$ cat src/rtl/tests_pkg.sv
// Shared sizing and helpers for the thermometer-code adder.
// Defaults: 4 thermometer levels, 2-bit base and sum.
package tests_pkg;

  localparam int DW = 4;
  localparam int BW = 2;
  localparam int CW = $clog2(DW + 1);

  // Legal iff no 0 sits above a 1 (ones packed against the MSB).
  function automatic logic is_thermo(input logic [DW-1:0] d);
    logic ok;
    ok = 1'b1;
    for (int i = 0; i < DW - 1; i++) begin
      if (!d[i+1] && d[i]) ok = 1'b0;
    end
    return ok;
  endfunction

endpackage

$ cat src/rtl/thermo_decoder.sv
// Combinational thermometer decoder: popcount plus legality.
// Count is a plain popcount, so illegal codes still decode.
module thermo_decoder #(
  parameter int DW = 4,
  parameter int CW = $clog2(DW + 1)
) (
  input  logic [DW-1:0] d,
  output logic [CW-1:0] count,
  output logic          legal
);

  always_comb begin
    count = '0;
    legal = 1'b1;
    for (int i = 0; i < DW; i++) begin
      count = count + CW'(d[i]);
    end
    for (int i = 0; i < DW - 1; i++) begin
      if (!d[i+1] && d[i]) legal = 1'b0;
    end
  end

endmodule

$ cat src/rtl/tests.sv
// Registered thermometer accumulator-adder: y = (b + count(d)) mod 2**BW.
// All outputs come straight from flops; one result per clock.
module tests
  import tests_pkg::*;
#(
  parameter int DW_P = DW,
  parameter int BW_P = BW
) (
  input  logic            clk,
  input  logic            reset,
  input  logic [DW_P-1:0] d,
  input  logic [BW_P-1:0] b,
  output logic [BW_P-1:0] y,
  output logic            co,
  output logic            code_err
);

  localparam int CW_P = $clog2(DW_P + 1);
  // Sum must hold both operands at full width plus one carry bit.
  localparam int SW = ((BW_P > CW_P) ? BW_P : CW_P) + 1;

  logic [CW_P-1:0] count;
  logic            legal;
  logic [SW-1:0]   sum;

  logic [BW_P-1:0] y_d, y_q;
  logic            co_d, co_q;
  logic            err_d, err_q;

  thermo_decoder #(
    .DW (DW_P),
    .CW (CW_P)
  ) u_dec (
    .d     (d),
    .count (count),
    .legal (legal)
  );

  always_comb begin
    sum   = SW'(b) + SW'(count);
    y_d   = sum[BW_P-1:0];
    co_d  = |sum[SW-1:BW_P];
    err_d = ~legal;
  end

  always_ff @(posedge clk) begin
    if (reset) begin
      y_q   <= '0;
      co_q  <= 1'b0;
      err_q <= 1'b0;
    end else begin
      y_q   <= y_d;
      co_q  <= co_d;
      err_q <= err_d;
    end
  end

  assign y        = y_q;
  assign co       = co_q;
  assign code_err = err_q;

endmodule

$ cat config.mk
export PLATFORM = sky130hd
export DESIGN_NAME = tests
export DESIGN_NICKNAME = d
export VERILOG_FILES = /design/src/rtl/tests_pkg.sv /design/src/rtl/thermo_decoder.sv /design/src/rtl/tests.sv
export SDC_FILE = /design/constraint.sdc
export NUM_CORES = 1
export LEC_CHECK = 0
export ABC_AREA = 1
export CORE_AREA = 2 2 39 41
export CTS_CLUSTER_SIZE = 8
export DETAILED_ROUTE_END_ITERATION = 8
export DIE_AREA = 0 0 41 43
export PLACE_DENSITY_LB_ADDON = 0.1
export RECOVER_POWER = 50
export SYNTH_ARGS = -nofsm -noshare
export SYNTH_HDL_FRONTEND = slang
export SYNTH_SLANG_ARGS = --single-unit
$ cat constraint.sdc
create_clock -name clk -period 4.5 [get_ports clk]
set_clock_uncertainty 0.2 [all_clocks]
set_input_delay 0.9 -clock clk [delete_from_list [all_inputs] [get_ports clk]]
set_output_delay 0.9 -clock clk [all_outputs]
set_load 0.03 [all_outputs]
==> impl_summary.txt <==
----------------------------------------------------
[Power]
  Power density over the cells ... 325.0 nW/µm²
  Leakage component of the power ... slightly above 0.0002 µW
  Worst-case vdd ir drop ... between 0.1 and 0.15 mV

[Worst setup path]
  Top cell family by delay on the critical path ... adder cells
  Worst path slowest cell ... clkdlybuf4s50_1
  Number of buffer and inverter instances along the worst setup path ... 3
  Crit-path max cell delay ... ~0.45 ns
  Critical path launch point type ... input pin
  Cells traversed along the worst timing path ... clkdlybuf4s50_1 > ha_1 > inv_1 > fa_1 > inv_1 > ha_1 > fa_1 > o21bai_1 > a21oi_2
  Critical path capture point type ... flip-flop
  Signal arrival time at the worst endpoint ... ~3 ns
  Type of the worst setup path ... input pin to flip-flop
  CP Data Required Time ... about 4.4 ns
  Critical Path Fanout Max ... 3

[Synthesis]
  Xor and xnor fraction of the mapped netlist area ... 0%
  Synthesis Warnings ... 0
  Number of cells produced by synthesis ... 29
  Netlist area before placement ... around 250 µm²
  Mux contribution to synthesized area ... 0%
  Post-synthesis sequential element count ... 4
  Post-Synthesis Net Count ... 43
  Average cell area after synthesis ... 8.715 µm²
  Combinational family with the most area after synthesis ... adder cells
  Compound-gate portion of the synthesized area ... about a tenth
  Simple logic cell fraction of the synthesized area ... approximately a tenth
  Adder-cell share of the synthesized area ... a little over a third
  Synth cell types ... 10
  Portion of the post-synthesis area used by sequential elements ... between 30% and 40%

[Status]
  Outcome ... completed

[Timing]
  Final critical delay including setup and external delays ... 3.087 ns
  Normalized max-slew margin ... around four fifths
  Unrepaired setup endpoints after global routing ... false
  Slew of the pin with the lowest slew margin ... 0.3128 ns
  Number of failing hold endpoints at the final stage ... 0
  Final clock period utilization by the worst path ... slightly below 70%
  Count of final setup violators ... 0
  Timing-limited maximum frequency ... ~320 MHz
  Pins Over Slew Limit ... 0
  Final setup TNS ... 0 ns

[Final layout]
  Layout fillers ... around 160
  Layout cells sized above 1 ... a little under a tenth
  Number of antenna cells inserted ... 0
  Top library cells by usage in the layout, fill and taps aside ... inv_1 (8), clkdlybuf4s50_1 (7)
  Leading cell type in the layout, fill and taps excluded ... inv_1
  Layout net count ... between 50 and 60
  Synth-to-Final Area Change ... 60.40%
  Post-route cell area ... 405.4 µm²

[Floorplanning]
  Placeable core region ... between 1000 and 1500 µm²
  Y dimension of the die ... around 43 µm
  FP Rows ... 14
  Die Footprint ... approximately 1800 µm²
  Top-level port count ... 12
  Width of the chip ... ~40 µm
  Effective utilization at floorplan ... between 10% and 20%

[Placed design]
  Post-DP HPWL ... 433.4 µm
  Routability congestion estimate from global placement ... 0.6488
  PortBufs ... 11
  Post-place instance area ... about 380 µm²

[Clock tree]
  Clock sink total ... 4
  Hold buffers post-CTS ... 0
  Post-CTS Setup Inserts ... 0
  Deepest clock path buffer count ... 2
  CTS tree ... done
  # H-tree levels ... 1
  Count of cells resized by post-cts repair ... 0
  Clock input transition at the sequential cells of the worst setup and hold paths ... ~0.040 ns
  Clock root buffer master ... clkbuf_4
  Number of buffers created by CTS ... 3

[GRT]
  Wire length of the first global-routing pass ... around 810 µm
  Initial antenna violation count ... 0
  Overflow after GRT ... 0
  Total global routing track utilization ... around 7.7%
  Via count of the first global-routing pass ... about 210
  Maximum number of pins on one net before global-route repair ... 5

[Route]
  Number of vias per cell after detailed routing ... roughly 3.8
  Detailed Routing Iterations Pass 1 ... 2
  Drt total wl ... 485 µm
  DRC violation count after routing ... 0
  Via total after detailed routing ... about 230
  Post-DR wirelength/cell ... 8.220 µm
  DRT antenna net count ... 0
  Number of DRC markers after the initial detailed-route iteration ... 6

[Run]
  Max capacitance violation total ... 0

[Worst hold path]
  Class of the tightest hold or removal check ... input pin to flip-flop

----------------------------------------------------
==> cell families after synthesis <==
group           count (synthesis)
compound gates                  4
flops                           4
simple gates                    7
buf+inv                         8
fa+ha+maj                       6
==> layout make-up <==
type                       instances  area, µm²  share of cell area [%]
tap                               16      20.02                   4.938
inverter                           8      30.03                   7.407
sequential                         4      80.08                   19.75
multi-input combinational         17      142.6                   35.19
clock buffer                       3      22.52                   5.556
timing repair buffer              11      110.1                   27.16
==> flip-flops by register name, summed over array words and instances (netlist names) <==
register	flops
y	2
co	1
code_err	1
==> power by group <==
part | internal (µW) | leakage, µW | total [µW] | switching, µW
registers | 40.6 | 0.0000334 | 41.5 | 0.889
logic | 21.0 | 0.000160 | 46.3 | 25.2
clock network | 29.8 | 0.0000138 | 44.0 | 14.2
total | 91.5 | 0.000207 | 132 | 40.3
==> synthesized netlist by cell type <==
master	number	area share, %
inv_1	8	12
dfxtp_1	4	32
ha_1	4	20
nand2_1	4	5.9
nor2_1	3	4.5
fa_1	2	16
a21oi_1	1	2.0
a21oi_2	1	3.5
o21ai_0	1	2.0
o21bai_1	1	3.0
==> per-layer routing <==
layer / GRT usage, % / wire length (µm) / up-vias
met5: 0 / 0 / -
met4: 4.000 / 0 / 0
met3: 7.853 / 60 / 0
met2: 10.31 / 256 / 13
met1: 7.143 / 168 / 98
li1: - / - / 115
==> path summary, 6_finish.rpt <==
path	from	endpoint	slack (ns)	depth (start not counted)
max	d[1]	co	1.41	9
min	d[0]	code_err	1.09	3
==> through the flow <==
stage	hold slack (ns)	total power [µW]	instances	utilization (%)	setup WS, ns
final	1.090	131.8	59	29.29	1.413
after global routing	1.109	143.4	59	29.29	1.327
after CTS	1.088	136.6	59	29.29	1.401
after detailed placement	1.333	91.23	56	27.67	1.163
after global placement	1.326	90.83	56	27.67	1.216
after floorplan	0.7691	70.37	29	-	1.727
Note: power is estimated with default switching activity, not from simulation.
